### src/rtl/reservoir_sched_if.sv
// Request/grant/volume bundle between client request logic and reservoir_sched.
interface reservoir_sched_if #(
  parameter int unsigned NREQ  = 2,
  parameter int unsigned CBITS = 14,
  parameter int unsigned AW    = 8
);
  logic [NREQ-1:0]    req;
  logic [NREQ-1:0]    dir;
  logic [NREQ*AW-1:0] amt;
  logic [NREQ-1:0]    gnt;
  logic [NREQ-1:0]    done;
  logic               trunc;
  logic               busy;
  logic [CBITS-1:0]   vol;
  logic               full;
  logic               empty;

  // Client side: issues requests, observes grants, completion and volume.
  modport master (
    output req, dir, amt,
    input  gnt, done, trunc, busy, vol, full, empty
  );

  // Scheduler side.
  modport slave (
    input  req, dir, amt,
    output gnt, done, trunc, busy, vol, full, empty
  );
endinterface

### src/rtl/reservoir_sched.sv
// Round-robin scheduler sharing one saturating volume counter among NREQ
// requesters; steps the volume one unit per cycle per granted operation.
module reservoir_sched #(
  parameter int unsigned NREQ  = 2,
  parameter int unsigned CAP   = 15000,
  parameter int unsigned CBITS = 14,
  parameter int unsigned AW    = 8
) (
  input  logic              clk,
  input  logic              rst,
  reservoir_sched_if.slave  bus
);

  localparam int unsigned IW = (NREQ > 1) ? $clog2(NREQ) : 1;
  localparam logic [CBITS-1:0] CAP_V = CBITS'(CAP);

  typedef enum logic [1:0] {
    IDLE = 2'd0,
    RUN  = 2'd1,
    DONE = 2'd2
  } state_t;

  state_t           state;
  logic [IW-1:0]    last;
  logic             op_dir;
  logic [AW-1:0]    rem;
  logic [CBITS-1:0] vol;
  logic [NREQ-1:0]  gnt;
  logic [NREQ-1:0]  done;
  logic             trunc;
  logic             busy;

  logic [IW-1:0]    win;
  logic             found;
  int unsigned      idx;

  // Round-robin search for the next requester, starting just after the last winner.
  always_comb begin
    found = 1'b0;
    win   = last;
    idx   = 0;
    for (int unsigned k = 1; k <= NREQ; k++) begin
      idx = (32'(last) + k) % NREQ;
      if (!found && bus.req[idx]) begin
        found = 1'b1;
        win   = IW'(idx);
      end
    end
  end

  // Scheduler FSM: grant in IDLE, step volume in RUN, report in DONE.
  always_ff @(posedge clk) begin
    if (rst) begin
      state  <= IDLE;
      last   <= IW'(NREQ - 1);
      op_dir <= 1'b0;
      rem    <= '0;
      vol    <= '0;
      gnt    <= '0;
      done   <= '0;
      trunc  <= 1'b0;
      busy   <= 1'b0;
    end else begin
      gnt   <= '0;
      done  <= '0;
      trunc <= 1'b0;
      case (state)
        IDLE: begin
          if (found) begin
            op_dir <= bus.dir[win];
            rem    <= bus.amt[32'(win)*AW +: AW];
            gnt    <= NREQ'(1) << win;
            last   <= win;
            busy   <= 1'b1;
            state  <= RUN;
          end
        end
        RUN: begin
          if (rem == '0) begin
            done  <= NREQ'(1) << last;
            state <= DONE;
          end else if ((op_dir && vol == CAP_V) || (!op_dir && vol == '0)) begin
            done  <= NREQ'(1) << last;
            trunc <= 1'b1;
            state <= DONE;
          end else begin
            vol <= op_dir ? vol + CBITS'(1) : vol - CBITS'(1);
            rem <= rem - AW'(1);
          end
        end
        DONE: begin
          busy  <= 1'b0;
          state <= IDLE;
        end
        default: begin
          busy  <= 1'b0;
          state <= IDLE;
        end
      endcase
    end
  end

  assign bus.gnt   = gnt;
  assign bus.done  = done;
  assign bus.trunc = trunc;
  assign bus.busy  = busy;
  assign bus.vol   = vol;
  assign bus.full  = (vol == CAP_V);
  assign bus.empty = (vol == '0);

endmodule

### src/flat_wrapper.sv
// flat-port wrapper written by rule: the top's interface ports become plain ports
module reservoir_sched_flat 
#(
  parameter int unsigned NREQ  = 2,
  parameter int unsigned CAP   = 15000,
  parameter int unsigned CBITS = 14,
  parameter int unsigned AW    = 8
)
  (clk, rst, bus_req, bus_dir, bus_amt, bus_gnt, bus_done, bus_trunc, bus_busy, bus_vol, bus_full, bus_empty);
  reservoir_sched_if #(.NREQ(NREQ), .CBITS(CBITS), .AW(AW)) bus_i ();
  input  logic clk;
  input  logic rst;
  input wire logic [$bits(bus_i.req)-1:0] bus_req;
  input wire logic [$bits(bus_i.dir)-1:0] bus_dir;
  input wire logic [$bits(bus_i.amt)-1:0] bus_amt;
  output wire logic [$bits(bus_i.gnt)-1:0] bus_gnt;
  output wire logic [$bits(bus_i.done)-1:0] bus_done;
  output wire logic [$bits(bus_i.trunc)-1:0] bus_trunc;
  output wire logic [$bits(bus_i.busy)-1:0] bus_busy;
  output wire logic [$bits(bus_i.vol)-1:0] bus_vol;
  output wire logic [$bits(bus_i.full)-1:0] bus_full;
  output wire logic [$bits(bus_i.empty)-1:0] bus_empty;
  assign bus_i.req = bus_req;
  assign bus_i.dir = bus_dir;
  assign bus_i.amt = bus_amt;
  assign bus_gnt = bus_i.gnt;
  assign bus_done = bus_i.done;
  assign bus_trunc = bus_i.trunc;
  assign bus_busy = bus_i.busy;
  assign bus_vol = bus_i.vol;
  assign bus_full = bus_i.full;
  assign bus_empty = bus_i.empty;
  reservoir_sched #(.NREQ(NREQ), .CAP(CAP), .CBITS(CBITS), .AW(AW)) u_core (.clk(clk), .rst(rst), .bus(bus_i));
endmodule
### config.mk
export PLATFORM = sky130hd
export DESIGN_NAME = reservoir_sched_flat
export DESIGN_NICKNAME = d
export VERILOG_FILES = /design/src/rtl/reservoir_sched_if.sv /design/src/rtl/reservoir_sched.sv /design/src/flat_wrapper.sv
export SDC_FILE = /design/constraint.sdc
export NUM_CORES = 1
export LEC_CHECK = 0
export CORE_MARGIN = 2
export CORE_UTILIZATION = 51
export CTS_CLUSTER_DIAMETER = 30
export DETAILED_ROUTE_END_ITERATION = 7
export GPL_TIMING_DRIVEN = 0
export PLACE_DENSITY_LB_ADDON = 0.05
export SYNTH_ARGS = -nofsm -noshare
export SYNTH_HDL_FRONTEND = slang
export SYNTH_SLANG_ARGS = --single-unit
export TNS_END_PERCENT = 10
### constraint.sdc
create_clock -name clk -period 3.6 [get_ports clk]
set_input_delay 0.9 -clock clk [delete_from_list [all_inputs] [get_ports clk]]
set_output_delay 0.9 -clock clk [all_outputs]
set_load 0.01 [all_outputs]
==> flow_summary.rst <==
.. list-table::
   :header-rows: 1

   * - Metric
     - Value
   * - Number of input and output port buffers inserted
     - 42
   * - Largest delay share family, worst path
     - compound AO/OA/AOI/OAI gates
   * - Worst slew pin tran
     - 617 ps
   * - Detail Route Antenna Nets
     - 0
   * - CP bufs+invs
     - 1
   * - Diodes inserted
     - 0
   * - DR vias
     - 2087
   * - Power per cell area
     - 987 mW/mm^2
   * - Max-cap violations
     - 0
   * - Most common cell after layout, fill and taps aside
     - clkdlybuf4s50_1
   * - Source of the worst hold timing path
     - u_core.bus.busy
   * - Endpoint type of the worst setup path
     - flop
   * - Mean instance size in the synthesized netlist
     - 8.24 sq um
   * - Worst-case reg-to-reg path depth
     - 8
   * - Pwr Total
     - 2.70 mW
   * - DR iter-0 viols
     - 138
   * - Worst flop-to-flop path endpoint
     - u_core.bus.vol[13]
   * - Distinct cell type count after synthesis
     - 52
   * - Drt total wl
     - 5.32 mm
   * - Max Transition Viols Final
     - 0
   * - Met3 routed wirelength
     - 261 um
   * - Sequential-to-total area share from yosys stat
     - 30.1%
   * - Number of global-route vias before repair
     - 1783
   * - Clock input transition at the sequential cells of the worst setup and hold paths
     - 60 ps
   * - Async set or reset register ratio after synthesis
     - 0%
   * - Floorplan row count
     - 23
   * - Count of endpoints failing hold in the final timing report
     - 0
   * - Fraction of layout instances using a drive strength above 1
     - 7.47%
   * - RSZ-0062 raised after global routing
     - no
   * - Worst vdd rail ir drop
     - 0.000556 V
   * - Total of endpoints with negative setup slack in the final report
     - 0
   * - Post-Layout Cell Count
     - 358
   * - Post-CTS Setup Inserts
     - 0
   * - Placement-stage cell area
     - 0.00261 sq mm
   * - Number of warnings printed during yosys synthesis
     - 0
   * - Endpoint with the worst hold slack
     - u_core.bus.busy
   * - Total clock buffers created by CTS
     - 5
   * - Starting density of the core
     - 53.2%
   * - Commonest cells after routing, fill and taps aside
     - 42 x clkdlybuf4s50_1, 32 x dfxtp_1, 29 x nand2_1
   * - Antenna violations before repair
     - 0
   * - Post-CTS Hold Fix Bufs
     - 0
   * - Data arrival, critical path
     - 3320 ps
   * - Post-Layout Inst Area
     - 0.00274 sq mm
   * - Total of cells resized after clock tree synthesis
     - 0
   * - Cell Count Post-Placement
     - 350
   * - Cell at the root of the clock tree
     - clkbuf_8
   * - Class of the worst hold path
     - reg2reg
   * - TritonCTS clock tree
     - yes
   * - Cell breakdown of the critical path
     - inv_2 -> ha_1 -> and3_4 -> a2111oi_4 -> a211oi_1 -> o41ai_1 -> mux2i_1 -> mux2_1
   * - Top layer used by detailed routing
     - met4
   * - Post-route fraction of the period consumed by the critical path
     - 87.4%
   * - Delay contributed by the slowest stage of the critical path
     - 530 ps
   * - Normalized max-slew margin
     - 58.6%
   * - Placement-stage worst setup slack
     - 503 ps
   * - Leakage Power
     - 1.05 nW
   * - Slack of the critical path
     - 454 ps
   * - GR Util All Layers
     - 24.1%
   * - Number of enable flip-flop cells after synthesis
     - 0
   * - Reg-to-reg slack, setup
     - 450 ps
   * - First-pass GRT wire length
     - 8.43 mm
   * - Vertical extent of the die
     - 68.6 um
   * - Worst clock skew
     - 9.09 ps
   * - Maximum count of clock buffers along a single path
     - 2
   * - Post-synth top flop
     - dfxtp_1
   * - Detailed-placement wirelength estimate
     - 3.91 mm
   * - Worst endpoint required time
     - 3770 ps
   * - Number of design rule violations left after detail routing
     - 0
   * - Beginning of the worst register-to-register path
     - u_core.op_dir
   * - Clock sink total
     - 32
   * - Post-synthesis instance total
     - 258
   * - Maximum fanout along the worst path
     - 16
   * - Hold WS
     - 471 ps
   * - Pin count of the biggest net entering global routing
     - 17
   * - Total grt overflow
     - 0
   * - First-pass DRT Iterations
     - 4
   * - Status
     - finished, final reports clean
   * - Placeable core region
     - 0.00400 sq mm
   * - Average wire per cell in the routed design
     - 14.9 um
   * - Fmax
     - 0.318 GHz
   * - Clock latency on the worst-skew pair
     - 290 ps
   * - Post-synth design cell area
     - 0.00213 sq mm
   * - Final worst path period need
     - 3150 ps
   * - Number of storage elements in the synthesis netlist
     - 32
   * - Detailed-routed wire length on met2
     - 2.45 mm
   * - Layout overhead on the synthesized area
     - 28.6%
   * - Boundary pin count
     - 44
   * - Synthesized netlist net count
     - 294
   * - Number of nets at the end of the flow
     - 343
   * - TNS Setup
     - 0 ps
   * - Final cell utilization of the core
     - 68.4%
   * - Width of the die
     - 68.6 um
   * - Vias per inst
     - 5.83
   * - Element type at the critical path start
     - flop
   * - Critical-path cell with the highest stage delay
     - o41ai_1
   * - WS Path Type
     - reg2reg
   * - Placer's final routability congestion estimate
     - 0.862
   * - Cells on Worst Hold Path
     - 2
   * - Met1 wire length
     - 2.53 mm
   * - Die Outline Area
     - 0.00470 sq mm
   * - Level count of the clock H-tree
     - 2
[power breakdown]
| group | switching, mW | internal (mW) |
|---|---|---|
| combinational | 0.952 | 0.763 |
| sequential | 0.124 | 0.476 |
| clock | 0.141 | 0.244 |
| total | 1.22 | 1.48 |
[synthesized netlist by cell type, drive strengths merged, types with 2 or more instances]
| cell type | number | area, sq um |
|---|---|---|
| inv | 9 | 33.8 |
| clkinv | 2 | 7.51 |
| a21o | 2 | 15.0 |
| nor2b | 4 | 25.0 |
| nand3 | 7 | 35.0 |
| or4 | 3 | 26.3 |
| o21a | 5 | 37.5 |
| a211oi | 5 | 42.5 |
| nand3b | 3 | 22.5 |
| nor4 | 8 | 86.3 |
| ha | 13 | 163 |
| nor2 | 18 | 67.6 |
| o21ai | 19 | 95.1 |
| buf | 3 | 16.3 |
| nor3 | 4 | 25.0 |
| mux2 | 2 | 22.5 |
| a211o | 5 | 43.8 |
| and3 | 2 | 17.5 |
| dfxtp | 32 | 641 |
| o41ai | 2 | 17.5 |
| nand2b | 4 | 25.0 |
| and2 | 2 | 12.5 |
| a21boi | 2 | 26.3 |
| or3 | 5 | 31.3 |
| a31oi | 4 | 25.0 |
| mux2i | 10 | 104 |
| nand4 | 3 | 18.8 |
| nor3b | 2 | 15.0 |
| o211ai | 3 | 22.5 |
| xor2 | 2 | 17.5 |
| nand2 | 29 | 109 |
| a21oi | 26 | 130 |
| xnor2 | 5 | 43.8 |
| clkbuf | 8 | 30.0 |
[routing by layer]
| layer | GRT usage (%) | vias up |
|---|---|---|
| met5 | 0 | - |
| met4 | 8.00 | 0 |
| met3 | 5.19 | 8 |
| met2 | 36.9 | 63 |
| met1 | 33.5 | 972 |
| li1 | - | 1044 |
[tightest hold or removal path, stage by stage, from the launching register on]
cell and delay, ps:
dfxtp_1 310, nand2b_1 60, a21oi_1 50
[layout make-up]
cell class,count,area [sq um]
inverter,11,41.3
fill,361,1260
multi-input combinational,204,1400
clock buffer,7,96.3
tap,50,62.6
sequential,32,641
clock inverter,1,30.0
timing repair buffer,42,420
buffer,11,46.3
[how the worst max path moves through the flow]
stage | start | endpoint | depth (start not counted)
3_3_place_gp | u_core.op_dir | u_core.bus.vol[13] | 8
3_5_place_dp | u_core.op_dir | u_core.bus.vol[13] | 8
2_1_floorplan | u_core.op_dir | u_core.bus.vol[13] | 8
6_report | u_core.op_dir | u_core.bus.vol[13] | 8
4_1_cts | u_core.bus.vol[0] | bus_empty | 3
5_1_grt | u_core.op_dir | u_core.bus.vol[13] | 8
[state kept, by name, indices dropped and copies added (netlist names), 2 cells and up]
register         flops
u_core.bus.vol      14
u_core.rem           8
u_core.bus.done      2
u_core.bus.gnt       2
u_core.state         2
[logic make-up (layout without fill, tap and decap cells)]
| logic type | Yosys count | count (layout) | synth area share [%] |
|---|---|---|---|
| buffers and inverters | 22 | 72 | 4.12 |
| AOI/OAI and AO/OA | 76 | 76 | 23.6 |
| DFF | 32 | 32 | 30.1 |
| xor gates and xnor gates | 7 | 7 | 2.88 |
| adders and majority gates | 14 | 14 | 8.59 |
| and+or+nand+nor | 95 | 95 | 24.8 |
| muxes | 12 | 12 | 5.94 |
No activity file was read; power rests on OpenSTA's default activity.
